### src/rtl/vram_access_port.sv
// vram_access_port: CPU byte port into the 32-bit video RAM.
// Keeps a 17-bit byte address with programmable auto-step and a prefetched
// read byte, and turns CPU strobes into word bus cycles for the arbiter/RAM.
//
// Bus handshake: bus_req is held high with every bus_* output stable until a
// cycle in which bus_ack is also high; the RAM samples the bus on that clock
// edge and the request is complete. For reads, bus_rddata is valid during the
// cycle after the ack. There is no back-pressure on the read data.
module vram_access_port #(
   parameter int INCR_BITS = 4
) (
   input  logic                 clk,
   input  logic                 rst,
   input  logic [16:0]          cpu_addr,
   input  logic                 cpu_addr_wr,
   input  logic [INCR_BITS-1:0] cpu_incr_sel,
   input  logic                 cpu_decr,
   input  logic                 cpu_data_rd,
   input  logic                 cpu_data_wr,
   input  logic [7:0]           cpu_wrdata,
   output logic [7:0]           cpu_rddata,
   output logic [16:0]          cpu_addr_q,
   output logic                 busy,
   output logic                 overrun,
   output logic                 bus_req,
   input  logic                 bus_ack,
   output logic [14:0]          bus_addr,
   output logic [31:0]          bus_wrdata,
   output logic [3:0]           bus_wrbytesel,
   output logic                 bus_write,
   input  logic [31:0]          bus_rddata,
   output logic [2:0]           dbg_state
);

   typedef enum logic [2:0] {
      IDLE    = 3'd0,
      WR_REQ  = 3'd1,
      RD_REQ  = 3'd2,
      RD_WAIT = 3'd3,
      RD_CAP  = 3'd4
   } state_t;

   state_t      state_q, next_state;
   logic [16:0] addr_q;
   logic [16:0] step;
   logic [16:0] addr_step;
   logic [14:0] wr_addr_q;
   logic [1:0]  lane_q;
   logic [7:0]  rddata_q;
   logic [31:0] wrdata_q;
   logic [3:0]  bytesel_q;
   logic        overrun_q;
   logic        do_load, do_wr, do_rd;
   logic        any_strobe;

   assign any_strobe    = cpu_addr_wr | cpu_data_wr | cpu_data_rd;
   // RD_CAP presents the freshly captured byte and is already idle for strobes.
   assign busy          = (state_q == WR_REQ) || (state_q == RD_REQ) || (state_q == RD_WAIT);
   assign cpu_addr_q    = addr_q;
   assign cpu_rddata    = rddata_q;
   assign overrun       = overrun_q;
   assign bus_wrdata    = wrdata_q;
   assign bus_wrbytesel = bytesel_q;
   assign bus_addr      = (state_q == WR_REQ) ? wr_addr_q : addr_q[16:2];
   assign dbg_state     = state_q;

   // Step size and the stepped address (wraps modulo 2^17 in both directions).
   always_comb begin
      step = '0;
      if (cpu_incr_sel != '0)
         step = 17'(1) << (cpu_incr_sel - INCR_BITS'(1));
      addr_step = cpu_decr ? (addr_q - step) : (addr_q + step);
   end

   // State register.
   always_ff @(posedge clk) begin
      if (rst)
         state_q <= IDLE;
      else
         state_q <= next_state;
   end

   // Next-state, strobe acceptance with priority addr_wr > data_wr > data_rd, bus request.
   always_comb begin
      next_state = state_q;
      bus_req    = 1'b0;
      bus_write  = 1'b0;
      do_load    = 1'b0;
      do_wr      = 1'b0;
      do_rd      = 1'b0;
      case (state_q)
         IDLE, RD_CAP: begin
            next_state = IDLE;
            if (cpu_addr_wr) begin
               do_load    = 1'b1;
               next_state = RD_REQ;
            end else if (cpu_data_wr) begin
               do_wr      = 1'b1;
               next_state = WR_REQ;
            end else if (cpu_data_rd) begin
               do_rd      = 1'b1;
               next_state = RD_REQ;
            end
         end
         WR_REQ: begin
            bus_req   = 1'b1;
            bus_write = 1'b1;
            if (bus_ack)
               next_state = RD_REQ;
         end
         RD_REQ: begin
            bus_req = 1'b1;
            if (bus_ack)
               next_state = RD_WAIT;
         end
         RD_WAIT: next_state = RD_CAP;
         default: next_state = IDLE;
      endcase
   end

   // Address, write latches, prefetch lane, read capture and sticky overrun.
   always_ff @(posedge clk) begin
      if (rst) begin
         addr_q    <= '0;
         wr_addr_q <= '0;
         lane_q    <= '0;
         rddata_q  <= '0;
         wrdata_q  <= '0;
         bytesel_q <= '0;
         overrun_q <= 1'b0;
      end else begin
         if (busy && any_strobe)
            overrun_q <= 1'b1;

         if (do_load) begin
            addr_q <= cpu_addr;
            lane_q <= cpu_addr[1:0];
         end else if (do_wr) begin
            wr_addr_q <= addr_q[16:2];
            wrdata_q  <= {4{cpu_wrdata}};
            bytesel_q <= 4'b0001 << addr_q[1:0];
            addr_q    <= addr_step;
         end else if (do_rd) begin
            addr_q <= addr_step;
            lane_q <= addr_step[1:0];
         end

         // Write accepted: switch to the re-prefetch of the (already stepped) address.
         if (state_q == WR_REQ && bus_ack) begin
            bytesel_q <= '0;
            lane_q    <= addr_q[1:0];
         end

         // RAM data is valid during RD_WAIT; it becomes visible as RD_CAP starts.
         if (state_q == RD_WAIT) begin
            case (lane_q)
               2'd0:    rddata_q <= bus_rddata[7:0];
               2'd1:    rddata_q <= bus_rddata[15:8];
               2'd2:    rddata_q <= bus_rddata[23:16];
               default: rddata_q <= bus_rddata[31:24];
            endcase
         end
      end
   end

endmodule

### config.mk
export PLATFORM = sky130hd
export DESIGN_NAME = vram_access_port
export DESIGN_NICKNAME = d
export VERILOG_FILES = /design/src/rtl/vram_access_port.sv
export SDC_FILE = /design/constraint.sdc
export NUM_CORES = 1
export LEC_CHECK = 0
export CORE_MARGIN = 1.5
export CORE_UTILIZATION = 29
export DETAILED_ROUTE_END_ITERATION = 16
export GPL_TIMING_DRIVEN = 0
export MAX_ROUTING_LAYER = met4
export PLACE_DENSITY = 0.63
export SETUP_SLACK_MARGIN = 0.5
export SYNTH_ARGS = -nofsm -noshare
export SYNTH_HDL_FRONTEND = slang
export SYNTH_SLANG_ARGS = --single-unit
### constraint.sdc
create_clock -name clk -period 6.65 [get_ports clk]
set_clock_uncertainty 0.2 [all_clocks]
set_input_delay 0.665 -clock clk [delete_from_list [all_inputs] [get_ports clk]]
set_output_delay 0.665 -clock clk [all_outputs]
set_load 0.05 [all_outputs]
# ---- Yosys cells after proc, flatten, opt, wreduce, memory -nomap -nowiden
# Cells that the tools add are included.
dict set report classes {
  addsub 3
  eq_ne 9
  n_shift 2
  muxes 28
  n_bitwise 3
  reduce_logical 15
}
# op n
set ops {}
lappend ops {{two-way mux 17 bit} 5}
lappend ops {{one-hot mux 8 bit (3 select lines)} 1}
lappend ops {{adder 17 bit} 1}
lappend ops {{left shift 1 x 4 -> 17 bit, first input constant} 1}
lappend ops {{subtractor 17 bit} 1}
lappend ops {{two-way mux 15 bit} 1}
lappend ops {{two-way mux 2 bit} 7}
lappend ops {{one-hot mux 3 bit (4 select lines)} 1}
lappend ops {{two-way mux 1 bit} 11}
lappend ops {{== test 3 x 2 -> 1 bit, second input constant} 2}
lappend ops {{two-way mux 3 bit} 2}
lappend ops {{AND reduction 2 bit} 3}
lappend ops {{nonzero test 3 bit} 2}
lappend ops {{OR reduction 2 bit} 3}
lappend ops {{!= test 2 bit, second input constant} 2}
lappend ops {{nonzero test 4 bit} 1}
lappend ops {{left shift 1 x 2 -> 4 bit, first input constant} 1}
lappend ops {{subtractor 4 x 1 -> 4 bit, second input constant} 1}
lappend ops {{== test 3 x 1 -> 1 bit, second input constant} 1}
lappend ops {{== test 3 bit, second input constant} 1}
lappend ops {{logical NOT 3 bit} 1}
lappend ops {{!= test 3 x 2 -> 1 bit, second input constant} 1}
lappend ops {{== test 2 x 1 -> 1 bit, second input constant} 1}
lappend ops {{== test 2 bit, second input constant} 1}
lappend ops {{other kinds (5)} 8}
dict set report totals {
  ff_bits 82
  inputBits 68
  out_inout_bits 83
  elab_cells 68
}

# ---- Depth between registers and ports, before layout
dict set report logic_depth {
  word_depth 9
  mapped_depth 18
  mapped_depth_nobuf 15
}

# ---- Least setup slack after synthesis
# OpenSTA, ideal clock, no wires.
dict set report synth_timing {
  path_type {input-to-reg}
  startpoint {input cpu_incr_sel[3]}
  endpoint {register addr_q[13] (netlist: cpu_addr_q[13])}
  setup_ns 0.079
  t_arrival_ns 3.761
  required_ns 6.371
  path_slack_ns 2.609
  stages 17
  n_path_buf 3
  path_cell_list {buf_2 clkbuf_1 or3_1 ha_1 clkbuf_1 o21ai_0 o21ai_0 a21oi_1 o21ai_0 ha_1 a21o_1 a22o_1 or3_1 o22ai_2 a22oi_1 xnor2_1 a211oi_2}
}
dict set report synth_between {
  elab_chain_len 8
  elab_cells_between_ends 10
  cone_classes {add/sub: 3; shift: 1; mux: 5; reduce/logical: 1}
}
# item line
set synth_rtl {}
lappend synth_rtl {{from (decl)} 16} ;# input logic [INCR_BITS-1:0] cpu_incr_sel,
lappend synth_rtl {{subtractor 4 x 1 -> 4 bit} 71} ;# step = 17'(1) << (cpu_incr_sel - INCR_BITS'(1));
lappend synth_rtl {{left shift 1 x 4 -> 17 bit} 71}
lappend synth_rtl {{two-way mux 17 bit *} 70} ;# if (cpu_incr_sel != '0)
lappend synth_rtl {{adder 17 bit or subtractor 17 bit (tied branches)} 72} ;# addr_step = cpu_decr ? (addr_q - step) : (addr_q + step);
lappend synth_rtl {{two-way mux 17 bit *} 72}
lappend synth_rtl {{two-way mux 17 bit} 143} ;# end else if (do_rd) begin
lappend synth_rtl {{two-way mux 17 bit *} 138} ;# end else if (do_wr) begin
lappend synth_rtl {{two-way mux 17 bit *} 135} ;# if (do_load) begin
lappend synth_rtl {{to (signal assigned)} 136} ;# addr_q <= cpu_addr;
lappend synth_rtl {{to (signal assigned)} 142} ;# addr_q <= addr_step;
lappend synth_rtl {{to (signal assigned)} 144} ;# addr_q <= addr_step;
lappend synth_rtl {{to (decl)} 44} ;# logic [16:0] addr_q;
# Every way passes the cells marked *; elsewhere a longest branch is shown, timed or not. The select of a mux whose other input is x is not followed.
# A chain may end at the register's enable or synchronous reset.

# ---- Worst setup path after layout
dict set report layout_timing {
  startpoint {input cpu_incr_sel[1]}
  endpoint {register addr_q[14] (netlist: cpu_addr_q[14])}
}
# The elaborated chain is that of the path after synthesis.

==> flow_summary.json <==
{
  "outcome": "finished, final reports clean",
  "antenna_found_initial": 0,
  "p_sw_share_pct": 42.3,
  "routabilityCongestion": 0.868,
  "switchingPower_mw": 0.816,
  "h-tree-depth": 3,
  "hp-start": "wr_addr_q[0]",
  "startpoint": "cpu_incr_sel[1]",
  "slew_headroom_pct": 47.5,
  "diodes": 0,
  "vias": 4322,
  "drc_errors": 0,
  "initial_core_util_pct": 30.0,
  "p_int_mw": 1.11,
  "avgSynthCellArea_um2": 7.70,
  "coreArea_mm2": 0.0133,
  "fin_area_mm2": 0.00600,
  "setup_tns_ps": 0,
  "grt_first_pass_wirelength_um": 21400,
  "ys_ff_latch": 58,
  "numCtsBuffers": 9,
  "end_kind": "flop",
  "port_buffers": 146,
  "max-clock-path-buffers": 2,
  "grt_max_degree": 11,
  "layout_common_cells": "clkdlybuf4s50_1, nand2_1, a21oi_1",
  "fmax_ghz": 0.208,
  "die_width_um": 120,
  "clk_latency_ps": 330,
  "synth_edf_count": 0,
  "clk_pin_slew_ps": 50,
  "p_per_area_mw_per_mm2": 321,
  "maxCapViolations": 0,
  "postCtsSetupRepairBufs": 0,
  "drt_iter0_drc": 225,
  "cts-root-buf": "clkbuf_16",
  "postPlaceCellArea_mm2": 0.00568,
  "leakage_nw": 2.31,
  "async_flop_share_pct": 0,
  "num_rows": 42,
  "area_growth_pct": 50.0,
  "power_mw": 1.93,
  "drive_gt1_share_pct": 12.5,
  "criticalPathCategory": "input port to flop",
  "hp-class": "flop to flop",
  "ir_drop_uv": 182,
  "nNetsFinal": 762,
  "synth-main-ff-cell": "dfxtp_1",
  "period_share_pct": 72.2,
  "final_common_cell": "clkdlybuf4s50_1",
  "rsz0062_at_grt": "no",
  "pin_count": 151,
  "ys_warn_count": 0,
  "critPathArrivalTime_ps": 4820,
  "reg2reg_depth": 11,
  "clockPowerShare_pct": 25.5,
  "synth_cell_types": 49,
  "critPathMaxFanout": 10,
  "firstDrtPassIters": 4,
  "dpl.hpwl_um": 10700,
  "antenna_left": 0,
  "seqPwrFrac_pct": 23.3,
  "grt_pass1_vias": 4172,
  "synth-seq-area-share_pct": 29.0,
  "syn_inst": 519,
  "die_height_um": 120,
  "syn_area_mm2": 0.00400,
  "routedWlPerCell_um": 16.0,
  "worst_pin_slew_ps": 782,
  "track_usage_pct": 19.1,
  "synth_nets": 605,
  "startpoint_type": "input port",
  "drv_slew": 0,
  "rr_startpoint": "cpu_addr_q[0]",
  "crit_required_ps": 6670,
  "overflow": 0,
  "cts_tree": "built",
  "hold_ws_ps": 253,
  "hold_buffers": 0,
  "viasPerCell": 5.05,
  "dieArea_mm2": 0.0145,
  "routed_wl_um": 13700,
  "whs_path_depth": 2,
  "numClockSinks": 58,
  "setup_viol": 0,
  "combPwrFrac_pct": 51.2,
  "cts-resized-gates": 0,
  "period_minus_slack_ps": 4800,
  "finalHoldViolations": 0
}
[final cells by class]
class                   instances  area [um^2]
repair buffers                146         1460
multi-input cells             392         2470
fillers                      1345         7350
flip-flops and latches         58         1160
clock buffers                  10          239
well taps                     176          220
plain buffers                  56          315
clock inverters                 5         78.8
inverters                      13         48.8
[critical path, cell delays in order]
cell             delay, ps
clkdlybuf4s50_1        500
clkbuf_1               370
nand2b_1               180
or3_1                  160
ha_1                   260
clkbuf_1               370
nand2_1                100
a221oi_1               270
nor2_1                  60
a21oi_1                220
ha_1                   330
o21ai_0                160
nor2_1                 140
a21oi_2                260
o211ai_1               150
a21o_1                 240
mux2i_1                130
a32o_1                 240
[power by group through the flow]
stage	logic, mW	clock network (mW)	registers, mW
floorplan	0.578	0	0.556
global placement	0.965	0	0.455
detailed placement	0.978	0	0.455
CTS	0.986	0.501	0.449
global route	1.06	0.520	0.455
finish	0.987	0.493	0.448
[logic make-up after synthesis]
family	synth area share [%]
muxes	10.3
buffers and inverters	9.11
adders and majority gates	5.82
DFF	29.0
AOI/OAI and AO/OA	22.8
xor gates and xnor gates	2.85
and+or+nand+nor	20.1
[sequential cells by signal, indices dropped and copies added (netlist names)]
name,flops
overrun,1
lane_q,2
cpu_addr_q,17
wr_addr_q,15
dbg_state,3
bus_wrdata,8
bus_wrbytesel,4
cpu_rddata,8
[worst paths after layout]
path               endpoint  slack (ps)
max          cpu_addr_q[14]        1850
min            wr_addr_q[0]         250
max reg2reg  cpu_addr_q[14]        3730
min reg2reg    wr_addr_q[0]         250
[layer usage]
layer / track usage, % / up-vias / share of wire [%]
li1: - / 2129 / -
met1: 23.2 / 2012 / 43
met2: 31.5 / 160 / 48
met3: 4.29 / 21 / 7.3
met4: 5.96 / 0 / 2.0
met5: - / - / 0
[synthesized netlist by cell type, types with 2 or more instances]
library cell | instances | share of area [%]
mux2_2 | 16 | 4.5
a211oi_1 | 8 | 1.5
a31oi_1 | 3 | 0.47
inv_1 | 13 | 1.2
ha_1 | 17 | 5.3
o21ai_0 | 24 | 3.0
buf_2 | 12 | 1.5
a22oi_1 | 2 | 0.38
a211oi_2 | 2 | 0.63
xnor2_1 | 7 | 1.5
mux4_2 | 8 | 4.5
a21oi_2 | 3 | 0.66
and3_1 | 4 | 0.63
o21bai_1 | 2 | 0.38
and2_1 | 2 | 0.31
mux2i_1 | 5 | 1.3
or3_1 | 4 | 0.63
nor2_1 | 42 | 3.9
nand2_1 | 96 | 9.0
o21a_1 | 2 | 0.38
a21o_1 | 10 | 1.9
nand2b_1 | 2 | 0.31
clkbuf_1 | 19 | 1.8
nor3_1 | 10 | 1.3
nand3b_1 | 5 | 0.94
nand3_1 | 9 | 1.1
xor2_1 | 6 | 1.3
a21oi_1 | 66 | 8.3
o211ai_1 | 8 | 1.5
buf_4 | 24 | 4.5
nor2b_1 | 4 | 0.63
dfxtp_1 | 58 | 29
a221oi_1 | 9 | 2.0
nand4_1 | 2 | 0.31
[through the flow]
stage | util (%) | std cells | setup slack (ps)
2_1_floorplan | - | 519 | 2610
3_3_place_gp | 42.6 | 841 | 1620
3_5_place_dp | 42.6 | 841 | 1590
4_1_cts | 44.9 | 856 | 1900
5_1_grt | 44.9 | 856 | 1550
6_report | 44.9 | 856 | 1850
(Power assumes the default switching activity.)
